File: config.mk
export PLATFORM = sky130hd
export DESIGN_NAME = eeprom_boot_loader
export DESIGN_NICKNAME = d
export VERILOG_FILES = /design/src/rtl/eeprom_boot_loader.sv
export SDC_FILE = /design/constraint.sdc
export NUM_CORES = 1
export LEC_CHECK = 0
export CAP_MARGIN = 20
export CORE_ASPECT_RATIO = 1.5
export CORE_UTILIZATION = 55
export DETAILED_ROUTE_END_ITERATION = 8
export PLACE_DENSITY = 0.89
export SYNTH_ARGS = -nofsm -noshare
export SYNTH_HDL_FRONTEND = slang
export SYNTH_SLANG_ARGS = --single-unit
File: constraint.sdc
create_clock -name clk_i -period 3.5 [get_ports clk_i]
set_clock_uncertainty 0.05 [all_clocks]
set_input_delay 0.525 -clock clk_i [delete_from_list [all_inputs] [get_ports clk_i]]
set_output_delay 0.525 -clock clk_i [all_outputs]
set_load 0.005 [all_outputs]
File: src/rtl/eeprom_boot_loader.sv
// -----------------------------------------------------------------------------
// eeprom_boot_loader
//
// Boot-image loader sitting directly upstream of the cva6 core. It takes the
// byte stream coming out of the I2C EEPROM reader and parses the image:
//   4-byte little-endian length N (in 32-bit words),
//   4*N payload bytes (little-endian per word),
//   1 checksum byte C, where sum(payload bytes) + C == 0 (mod 256).
// Each packed payload word is written into the core's boot RAM. Once the
// image checksum is verified, the core is released by core_fetch_en_o.
//
// Ports
//   clk_i            clock
//   rst_i            asynchronous, active-high reset
//   start_i          pulse: begin a load (honoured only in IDLE/ERROR)
//   byte_valid_i     EEPROM byte stream valid
//   byte_data_i      EEPROM byte
//   byte_ready_o     loader accepts a byte this cycle
//   mem_we_o         boot RAM write request, held until mem_gnt_i
//   mem_addr_o       boot RAM word address (BASE_ADDR + words written)
//   mem_wdata_o      boot RAM write data
//   mem_gnt_i        boot RAM accepted the write this cycle
//   words_loaded_o   number of words written during the current load
//   core_fetch_en_o  core may fetch; sticky until reset
//   done_o           image loaded and verified; sticky until reset
//   error_o          bad length or bad checksum; sticky until next start/reset
// -----------------------------------------------------------------------------
module eeprom_boot_loader #(
  parameter int                    ADDR_WIDTH = 12,
  parameter int                    MAX_WORDS  = 1024,
  parameter logic [ADDR_WIDTH-1:0] BASE_ADDR  = '0
) (
  input  logic                  clk_i,
  input  logic                  rst_i,
  input  logic                  start_i,
  input  logic                  byte_valid_i,
  input  logic [7:0]            byte_data_i,
  output logic                  byte_ready_o,
  output logic                  mem_we_o,
  output logic [ADDR_WIDTH-1:0] mem_addr_o,
  output logic [31:0]           mem_wdata_o,
  input  logic                  mem_gnt_i,
  output logic [ADDR_WIDTH:0]   words_loaded_o,
  output logic                  core_fetch_en_o,
  output logic                  done_o,
  output logic                  error_o
);

  typedef enum logic [2:0] {
    S_IDLE,
    S_HDR,
    S_DATA,
    S_WRITE,
    S_CSUM,
    S_DONE,
    S_ERROR
  } state_e;

  state_e                state_q, state_d;
  logic [1:0]            byte_cnt_q;
  logic [31:0]           len_q;
  logic [31:0]           wdata_q;
  logic [ADDR_WIDTH:0]   word_cnt_q;
  logic [7:0]            sum_q;

  logic                  byte_fire;
  logic                  start_ok;
  logic                  last_byte;
  logic [31:0]           len_full;
  logic [ADDR_WIDTH:0]   word_cnt_inc;
  logic [7:0]            sum_final;

  assign byte_fire    = byte_valid_i && byte_ready_o;
  assign start_ok     = start_i && (state_q == S_IDLE || state_q == S_ERROR);
  assign last_byte    = (byte_cnt_q == 2'd3);
  // Length as it will be once the current (4th) header byte lands in [31:24].
  assign len_full     = {byte_data_i, len_q[23:0]};
  assign word_cnt_inc = word_cnt_q + 1'b1;
  assign sum_final    = sum_q + byte_data_i;

  // ---------------------------------------------------------------------------
  // State register
  // ---------------------------------------------------------------------------
  // NOTE: sequential state uses non-blocking assignments so every flop samples
  // pre-edge values regardless of process evaluation order.
  always_ff @(posedge clk_i or posedge rst_i) begin
    if (rst_i) state_q <= S_IDLE;
    else       state_q <= state_d;
  end

  // ---------------------------------------------------------------------------
  // Next-state logic
  // ---------------------------------------------------------------------------
  // NOTE: state_d is defaulted first so no path through the case leaves it
  // unassigned, which would otherwise infer a latch.
  always_comb begin
    state_d = state_q;
    unique case (state_q)
      S_IDLE: if (start_ok) state_d = S_HDR;
      S_HDR: begin
        if (byte_fire && last_byte) begin
          if (len_full == 32'd0 || len_full > 32'(MAX_WORDS)) state_d = S_ERROR;
          else                                               state_d = S_DATA;
        end
      end
      S_DATA:  if (byte_fire && last_byte) state_d = S_WRITE;
      S_WRITE: begin
        if (mem_gnt_i) begin
          if (32'(word_cnt_inc) == len_q) state_d = S_CSUM;
          else                            state_d = S_DATA;
        end
      end
      S_CSUM: begin
        if (byte_fire) state_d = (sum_final == 8'h00) ? S_DONE : S_ERROR;
      end
      S_DONE:  state_d = S_DONE;
      S_ERROR: if (start_ok) state_d = S_HDR;
      default: state_d = S_IDLE;
    endcase
  end

  // ---------------------------------------------------------------------------
  // Outputs: pure decodes of registered state/datapath, so they change only
  // on a clock edge or on the asynchronous reset.
  // ---------------------------------------------------------------------------
  always_comb begin
    byte_ready_o    = 1'b0;
    mem_we_o        = 1'b0;
    mem_addr_o      = '0;
    mem_wdata_o     = '0;
    done_o          = 1'b0;
    core_fetch_en_o = 1'b0;
    error_o         = 1'b0;
    unique case (state_q)
      S_HDR, S_DATA, S_CSUM: byte_ready_o = 1'b1;
      S_WRITE: begin
        mem_we_o    = 1'b1;
        // Address wraps naturally at ADDR_WIDTH bits.
        mem_addr_o  = BASE_ADDR + word_cnt_q[ADDR_WIDTH-1:0];
        mem_wdata_o = wdata_q;
      end
      S_DONE: begin
        done_o          = 1'b1;
        core_fetch_en_o = 1'b1;
      end
      S_ERROR: error_o = 1'b1;
      default: ;
    endcase
  end

  assign words_loaded_o = word_cnt_q;

  // ---------------------------------------------------------------------------
  // Datapath: byte counter, length/word pack registers, word counter, sum.
  // ---------------------------------------------------------------------------
  always_ff @(posedge clk_i or posedge rst_i) begin
    if (rst_i) begin
      byte_cnt_q <= '0;
      len_q      <= '0;
      wdata_q    <= '0;
      word_cnt_q <= '0;
      sum_q      <= '0;
    end else if (start_ok) begin
      // Fresh load or retry: earlier RAM contents are left alone, but all
      // bookkeeping restarts from zero.
      byte_cnt_q <= '0;
      len_q      <= '0;
      wdata_q    <= '0;
      word_cnt_q <= '0;
      sum_q      <= '0;
    end else begin
      if (byte_fire && state_q == S_HDR) begin
        len_q[{byte_cnt_q, 3'b000} +: 8] <= byte_data_i;
        byte_cnt_q                       <= byte_cnt_q + 2'd1;
      end
      if (byte_fire && state_q == S_DATA) begin
        wdata_q[{byte_cnt_q, 3'b000} +: 8] <= byte_data_i;
        sum_q                              <= sum_q + byte_data_i;
        byte_cnt_q                         <= byte_cnt_q + 2'd1;
      end
      if (state_q == S_WRITE && mem_gnt_i) begin
        word_cnt_q <= word_cnt_inc;
      end
    end
  end

endmodule

==> results.toml, run 1 <==
[synth]
syn_inst = 555
synth_ff_type = "dfrtp_1"
synthAdderAreaFrac_pct = 3.652
synth_nets = 582
synth-seq-area-share_pct = 45.02
synth-xor-area-share_pct = 5.828
yosys_warnings = 0
syn_area_mm2 = 0.005002
ys_ff_latch = 90
synth_top_family_by_area = "simple AND/OR/NAND/NOR gates"
yosys.area_share.simple_pct = 23.51
avgSynthCellArea_um2 = 9.013
async_flop_share_pct = 100.0
synth_compound_area_share_pct = 18.01
muxShareOfSynthArea_pct = 0.4252
netlist-cell-type-count = 61
synth_edf_count = 0

[timing]
period_share_pct = 82.43
maxSlewViolCount = 0
timing.hold.ws_ns = 0.4288
maxSlewHeadroom_pct = 30.86
rsz0062_at_grt = "false"
setup_viol = 0
period_minus_slack_ns = 2.885
tightest_slew_ns = 1.037
finalHoldViolCount = 0
tns_ns = 0
fmax_mhz = 346.6

[detailed_routing]
drt-vias-per-instance = 6.103
ant_nets = 0
wirelength_um = 12690
drtIter0Drc = 247
dr.pass1.iters = 5
drt_drc_violations_left = 0
vias = 4455
wl_per_cell_um = 17.38

[critical_path]
criticalPathCategory = "primary input to flip-flop"
start_kind = "primary input"
cp_cell_sequence = "clkdlybuf4s50_1 -> fa_1 -> a21o_1 -> a21oi_1 -> xor2_1 -> nor4bb_1 -> a311o_1 -> o311ai_1"
crit_path_max_incr_delay_ns = 0.60
required_ns = 3.65
cp-end-kind = "flip-flop"
slowest_stage = "clkdlybuf4s50_1"
arrival_ns = 3.03
critPathMaxFanout = 7
path_delay_family = "compound AO/OA/AOI/OAI gates"
cp.buffers_inverters = 1

[cts]
cts_resized = 0
cts.sinks = 90
clk_pin_slew_worst_paths_ns = 0.06
cts.htree.levels = 3
ctsHoldBuffers = 0
cts_root_buffer = "clkbuf_16"
cts_buffer_depth = 2
cts-buffers-inserted = 9
cts_setup_buffers = 0
cts_tree = "yes"
worstSkewPairLatency_ns = 0.34

[finish]
diodes = 0
final_cell_mix = "nand2_1 (119), dfrtp_1 (90), o21ai_1 (80)"
stdcell_area_mm2 = 0.006097
fill_cells = 675
final_common_cell = "nand2_1"
synthToLayoutAreaGrowth_pct = 21.89
drive_gt1_share_pct = 7.097
nets = 644
instances_no_fill = 730

[run]
maxCapViolCount = 0

[global_routing]
grt_pass1_wl_um = 20930
antenna_found_initial = 0
track_usage_pct = 29.10
grt_pass1_vias = 4343
grt.overflow.total = 0
grt_max_degree = 49

[die]
die_y_um = 118.8
io-pin-count = 75
die-area_mm2 = 0.009488
rows = 42
fp.coreArea_mm2 = 0.008828
start_util_pct = 56.66
die_w_um = 79.87

[placed_design]
dpl.hpwl_um = 9213
placedCellCount = 715
port_buffers = 74
gp_congestion = 0.8825
dpl-instance-area_mm2 = 0.005797

[power_and_ir_drop]
power.density_mw_per_mm2 = 793.5
leakage_nw = 2.559
vdd_drop_max_mv = 0.4678

[min_path]
hold_path_class = "flip-flop to flip-flop"

[run_status]
status = "complete, no violations"
-- sequential cells by signal, summed over array words and instances, names as in the netlist --
signal,cells
byte_cnt_q,2
len_q,32
state_q,3
sum_q,8
wdata_q,32
words_loaded_o,13
-- cell type report --
type                       count  area, µm²  share of cell area [%]
multi-input combinational    426       2575                   42.23
sequential                    90       2252                   36.94
timing repair buffer          84      815.8                   13.38
clock buffer                  11      252.7                   4.145
tap                          110      137.6                   2.257
clock inverter                 3      40.04                  0.6567
inverter                       6      23.77                  0.3899
-- synthesized netlist by cell type, types with 5 or more instances --
cell type  instances  area share, %
o21ai_1           80            8.0
ha_1              13            3.3
nand2_1          119            8.9
xnor2_1           13            2.3
o21ai_0            7           0.70
and4_1             5           0.88
nor2_1            19            1.4
o31ai_1            6           0.90
nand3_1            7           0.70
a21oi_2            5           0.88
xor2_1            10            1.8
dfrtp_1           90             45
nor4_1             5           0.63
buf_2             16            1.6
and2_1            46            5.8
and3_1             5           0.63
a21oi_1           15            1.5
clkbuf_1          13           0.98
-- where the power goes --
part	internal (W)	total [W]	switching, W
clock network	0.000581	0.000964	0.000383
registers	0.00137	0.00168	0.000313
logic	0.000961	0.00219	0.00123
-- stage by stage --
stage | utilization [%] | power [W] | worst slack, ns
after floorplan | - | 0.003153 | 0.5897
after global placement | 65.66 | 0.003700 | 0.4474
after detailed placement | 65.66 | 0.003825 | 0.3093
after CTS | 68.98 | 0.004817 | 0.6772
after global routing | 69.06 | 0.005163 | 0.4628
final | 69.06 | 0.004838 | 0.6150
-- worst paths after layout --
kind / depth (start not counted) / from / slack, ns / to
worst min-delay path: 2 / wdata_q[26]$_DFFE_PP0P_ / 0.43 / wdata_q[26]$_DFFE_PP0P_
worst max register to register: 7 / words_loaded_o[0]$_DFFE_PP0P_ / 0.67 / state_q[1]$_DFFE_PP0P_
max in group asynchronous: 3 / rst_i / 2.03 / words_loaded_o[11]$_DFFE_PP0P_
min in group asynchronous: 2 / rst_i / 0.60 / wdata_q[4]$_DFFE_PP0P_
worst min register to register: 2 / wdata_q[26]$_DFFE_PP0P_ / 0.43 / wdata_q[26]$_DFFE_PP0P_
worst max-delay path: 8 / byte_data_i[1] / 0.62 / state_q[1]$_DFFE_PP0P_
-- layer usage --
layer | global-route usage (%) | vias to the layer above | routed length [µm]
met1 | 31.93 | 2146 | 4646
met3 | 5.946 | 51 | 741
met5 | 0 | - | 0
met4 | 14.73 | 0 | 558
li1 | - | 2060 | -
met2 | 51.71 | 198 | 6744
-- worst register-to-register path, cell delays in order, from the launching register on --
cell,delay (ns)
dfrtp_1,0.50
ha_1,0.34
nand3_1,0.28
nor3_1,0.34
xor3_1,0.27
a311o_1,0.29
nor4b_2,0.45
o311ai_1,0.17
-- kinds of logic after synthesis --
logic type / Yosys count
compound gates: 149
xor+xnor: 27
fa+ha+maj: 14
buf+inv: 39
flops: 90
mux: 2
simple gates: 234
Power figures use the tool's default switching activity.
==> run 2, diff against run 1 <==
==> constraint.sdc (replaced) <==
create_clock -name clk_i -period 2.96 [get_ports clk_i]
set_clock_uncertainty 0.05 [all_clocks]
set_input_delay 0.444 -clock clk_i [delete_from_list [all_inputs] [get_ports clk_i]]
set_output_delay 0.444 -clock clk_i [all_outputs]
set_load 0.005 [all_outputs]
==> run 2 against run 1 <==
Compared with the run above: hold slack improved by 0.0063 ns; clock-buffer cell count increased by 2; critical path depth increased by 1; combinational power increased by 19%; clock power increased by 8%; final cell count increased by 1.1%; core utilization increased by 0.34 points.
==> results.toml, run 2 (synthesized netlist as in run 1, its figures left out) <==
[finish]
final_util_pct = 69.40
nets = 650
fill_cells = 660
drive_gt1_share_pct = 7.803
synthToLayoutAreaGrowth_pct = 22.49
diodes = 0
final_common_cell = "nand2_1"
final_cell_mix = "nand2_1 (119), dfrtp_1 (90), o21ai_1 (80)"

[die]
rows = 42
die-area_mm2 = 0.009488
die_w_um = 79.87
fp.coreArea_mm2 = 0.008828
start_util_pct = 56.66
die_y_um = 118.8
io-pin-count = 75

[detailed_routing]
dr.pass1.iters = 6
wirelength_um = 12580
drtIter0Drc = 339
ant_nets = 0
drt_drc_violations_left = 0
vias = 4415
wl_per_cell_um = 17.05
drt-vias-per-instance = 5.982

[power_and_ir_drop]
sequentialPowerShare_pct = 35.1
vdd_drop_max_mv = 0.6596
leakage_nw = 2.580
p_int_w = 0.003361
pwr-share-comb_pct = 46.3
power_w = 0.005612
power.density_mw_per_mm2 = 916.0
p_switching_w = 0.002252
power_frac_clock_pct = 18.6
swShare_pct = 40.12

[cts]
worstSkewPairLatency_ns = 0.34
cts-buffers-inserted = 9
cts_setup_buffers = 0
cts_buffer_depth = 2
cts_root_buffer = "clkbuf_16"
clk_pin_slew_worst_paths_ns = 0.06
cts.htree.levels = 3
cts.sinks = 90
cts_tree = "yes"
ctsHoldBuffers = 0
cts_resized = 0

[critical_path]
crit_path_max_incr_delay_ns = 0.44
path_delay_family = "compound AO/OA/AOI/OAI gates"
arrival_ns = 2.87
cp_cell_sequence = "clkdlybuf4s50_1 -> ha_1 -> fa_1 -> a21o_1 -> a21oi_1 -> xor2_1 -> nor4bb_1 -> a311o_1 -> o311ai_1"
slowest_stage = "clkdlybuf4s50_1"
critPathMaxFanout = 2
r2r_end = "state_q[1]$_DFFE_PP0P_"
start_kind = "primary input"
r2r_slack_ns = 0.29
required_ns = 3.11
r2r_start = "words_loaded_o[1]$_DFFE_PP0P_"
cp-end-kind = "flip-flop"
criticalPathCategory = "primary input to flip-flop"
cp.buffers_inverters = 1
r2r_cells = 8

[placed_design]
port_buffers = 74
gp_congestion = 0.8896
dpl.hpwl_um = 9271

[global_routing]
antenna_found_initial = 0
grt_pass1_vias = 4365
track_usage_pct = 28.65
grt_max_degree = 91
grt.overflow.total = 0
grt_pass1_wl_um = 20730

[timing]
fmax_mhz = 366.9
period_share_pct = 92.09
rsz0062_at_grt = "false"
setup_viol = 0
tns_ns = 0
tightest_slew_ns = 1.121
maxSlewViolCount = 0
period_minus_slack_ns = 2.726
finalHoldViolCount = 0
maxSlewHeadroom_pct = 25.30

[run_status]
status = "complete, no violations"

[min_path]
hold_path_depth = 2
holdCritStartpoint = "wdata_q[18]$_DFFE_PP0P_"
hold_end = "wdata_q[18]$_DFFE_PP0P_"
hold_path_class = "flip-flop to flip-flop"

[run]
maxCapViolCount = 0
## run 2: how the worst max path moves through the flow
stage | from | to | slack, ns | depth (start not counted)
floorplan | rst_i | byte_cnt_q[0]$_DFFE_PP0P_ | 0.13 | 1
global placement | byte_data_i[0] | state_q[1]$_DFFE_PP0P_ | 0.02 | 9
detailed placement | byte_data_i[0] | state_q[1]$_DFFE_PP0P_ | -0.05 | 9
CTS | byte_data_i[0] | state_q[1]$_DFFE_PP0P_ | 0.26 | 9
global route | byte_data_i[0] | state_q[0]$_DFFE_PP0P_ | 0.05 | 9
finish | byte_data_i[0] | state_q[1]$_DFFE_PP0P_ | 0.23 | 9
## run 2: worst min-delay path: cells and delay by family (launching register included)
family           cells  cell delay [ns]
flip-flops           1             0.33
AO/OA/AOI/OAI        1             0.07
AND/OR/NAND/NOR      1             0.04
## run 2: area by class of cell
cell class | count | area (µm²) | share of cell area, %
sequential | 90 | 2252 | 36.76
inverter | 6 | 23.77 | 0.3880
timing repair buffer | 90 | 873.3 | 14.25
clock inverter | 3 | 15.01 | 0.2450
clock buffer | 13 | 250.2 | 4.084
multi-input combinational | 426 | 2575 | 42.03
tap | 110 | 137.6 | 2.246
## run 2: power by group through the flow
stage | registers (W) | clock network, W | logic, W
6_report | 0.00197 | 0.00104 | 0.00260
5_1_grt | 0.00202 | 0.00110 | 0.00288
4_1_cts | 0.00197 | 0.00105 | 0.00259
3_5_place_dp | 0.00198 | 0 | 0.00256
3_3_place_gp | 0.00195 | 0 | 0.00245
2_1_floorplan | 0.00185 | 0 | 0.00188
## run 2: metrics by stage
| stage | instances | hold slack (ns) | setup slack [ns] | area, µm² |
|---|---|---|---|---|
| after floorplan | 555 | 0.3970 | 0.1307 | 5002 |
| after global placement | 722 | 0.4087 | 0.01776 | 5862 |
| after detailed placement | 722 | 0.4216 | -0.05098 | 5862 |
| after CTS | 738 | 0.4352 | 0.2594 | 6127 |
| after global routing | 738 | 0.4519 | 0.05088 | 6127 |
| final | 738 | 0.4350 | 0.2343 | 6127 |
## run 2: metal layers
layer,GRT usage (%),up-vias,routed length (µm)
li1,-,2078,-
met4,15.96,0,468
met2,51.23,162,6896
met1,31.49,2131,4622
met3,4.324,44,595
met5,0,-,0
==> run 3, diff against run 2 <==
--- a/config.mk
+++ b/config.mk
@@ -7,8 +7,10 @@
 export LEC_CHECK = 0
 export CAP_MARGIN = 20
 export CORE_ASPECT_RATIO = 1.5
+export CORE_MARGIN = 2
 export CORE_UTILIZATION = 55
 export DETAILED_ROUTE_END_ITERATION = 8
+export HOLD_SLACK_MARGIN = 0.02
 export PLACE_DENSITY = 0.89
 export SYNTH_ARGS = -nofsm -noshare
 export SYNTH_HDL_FRONTEND = slang
==> run 3 against run 2 <==
Compared with the run above: via count up 1.2%; hold slack got worse by 0.0066 ns; sequential cell count stayed put; sequential power hardly changed; clock power increased by 18%; final area is 1.4% higher; first-iteration DRC count is 14% lower.
==> results.toml, run 3 (synthesized netlist as in run 1, its figures left out) <==
[run_status]
status = "complete, no violations"

[critical_path]
arrival_ns = 2.98
cp-end-kind = "flip-flop"
critPathMaxFanout = 3
crit_start = "byte_data_i[0]"
r2r_start = "words_loaded_o[1]$_DFFE_PP0P_"
required_ns = 3.11
start_kind = "primary input"
criticalPathCategory = "primary input to flip-flop"

[cts]
cts-buffers-inserted = 9
worstSkewPairLatency_ns = 0.35
cts_buffer_depth = 2
ctsHoldBuffers = 0
cts.sinks = 90
clk_pin_slew_worst_paths_ns = 0.06
cts_resized = 0
cts.htree.levels = 3
cts_setup_buffers = 0
cts_tree = "yes"
cts_root_buffer = "clkbuf_16"

[timing]
finalHoldViolCount = 0
fmax_mhz = 353.7
setup_viol = 0
timing.hold.ws_ns = 0.4284
tightest_slew_ns = 0.9399
period_share_pct = 95.52
period_minus_slack_ns = 2.827
maxSlewViolCount = 0
rsz0062_at_grt = "false"
maxSlewHeadroom_pct = 37.34

[finish]
diodes = 0
nets = 653
final_cell_mix = "nand2_1 (119), dfrtp_1 (90), o21ai_1 (80)"
synthToLayoutAreaGrowth_pct = 24.19
stdcell_area_mm2 = 0.006212
final_common_cell = "nand2_1"
drive_gt1_share_pct = 8.426
final_util_pct = 70.37
instances_no_fill = 739

[detailed_routing]
routed.top_layer = "met4"
drt_drc_violations_left = 0
route.met3.wl_um = 885
wl_met2_um = 6875
ant_nets = 0
drt-vias-per-instance = 6.043
drt-met1-wl_um = 4644
vias = 4466
wl_per_cell_um = 17.85
drtIter0Drc = 291
dr.pass1.iters = 5
wirelength_um = 13190

[die]
start_util_pct = 56.66
die-area_mm2 = 0.009889
fp.coreArea_mm2 = 0.008828
die_w_um = 81.87
die_y_um = 120.8
rows = 42
io-pin-count = 75

[global_routing]
grt_pass1_wl_um = 21140
grt_max_degree = 42
grt_pass1_vias = 4380
track_usage_pct = 28.40
antenna_found_initial = 0
grt.overflow.total = 0

[run]
maxCapViolCount = 0

[placed_design]
dpl-instance-area_mm2 = 0.005889
dpl.hpwl_um = 9799
placedCellCount = 724
port_buffers = 74
gp_congestion = 0.9429

[power_and_ir_drop]
vdd_drop_max_mv = 0.6342
power_w = 0.005865
power.density_mw_per_mm2 = 944.2
leakage_nw = 2.616

[min_path]
holdCritStartpoint = "wdata_q[28]$_DFFE_PP0P_"
hold_path_class = "flip-flop to flip-flop"
==> run 3: changes by cell type in the layout (fill, tap and decap cells not counted), sizes merged <==
cell	before	now
clkbuf	13	10
inv	5	6
clkinvlp	0	1
bufinv	0	2
clkinv	4	1
buf	16	19
==> run 3: final cells by class <==
class | count | area, µm²
inverters | 6 | 23.77
well taps | 110 | 137.6
clock inverters | 4 | 76.32
fillers | 656 | 2616
flip-flops and latches | 90 | 2252
clock buffers | 10 | 239.0
repair buffers | 93 | 908.4
multi-input cells | 426 | 2575
==> run 3: power breakdown <==
group / internal [W] / total, W / leakage, nW / switching [W]
combinational: 0.00117 / 0.00265 / 1.24 / 0.00148
sequential: 0.00162 / 0.00199 / 1.23 / 0.000368
clock: 0.000756 / 0.00123 / 0.151 / 0.000472
==> run 3: per-layer routing <==
metal | track usage [%] | up-vias
li1 | - | 2072
met5 | 0 | -
met4 | 16.46 | 0
met3 | 5.373 | 66
met1 | 32.05 | 2108
met2 | 48.63 | 220
==> run 3: per-stage QoR <==
step | TNS (ns) | worst slack [ns]
floorplan | 0 | 0.1307
global placement | -0.009940 | -0.009940
detailed placement | -0.2231 | -0.1314
CTS | 0 | 0.1677
global route | 0 | 0.02972
finish | 0 | 0.1326
==> run 3: final timing paths <==
check | slack (ns) | depth (start not counted) | endpoint
setup / recovery | 0.13 | 9 | state_q[1]$_DFFE_PP0P_
hold / removal | 0.43 | 2 | wdata_q[28]$_DFFE_PP0P_
setup reg to reg | 0.29 | 7 | state_q[1]$_DFFE_PP0P_
hold reg to reg | 0.43 | 2 | wdata_q[28]$_DFFE_PP0P_
max in group asynchronous | 1.71 | 3 | wdata_q[4]$_DFFE_PP0P_
min in group asynchronous | 0.46 | 2 | words_loaded_o[11]$_DFFE_PP0P_
==> run 3: worst max-delay path, stage by stage <==
cell	delay, ns
clkdlybuf4s50_1	0.44
ha_1	0.24
fa_1	0.42
a21o_1	0.20
a311o_1	0.37
a21oi_1	0.23
xor2_1	0.30
a311o_1	0.22
o311ai_1	0.10
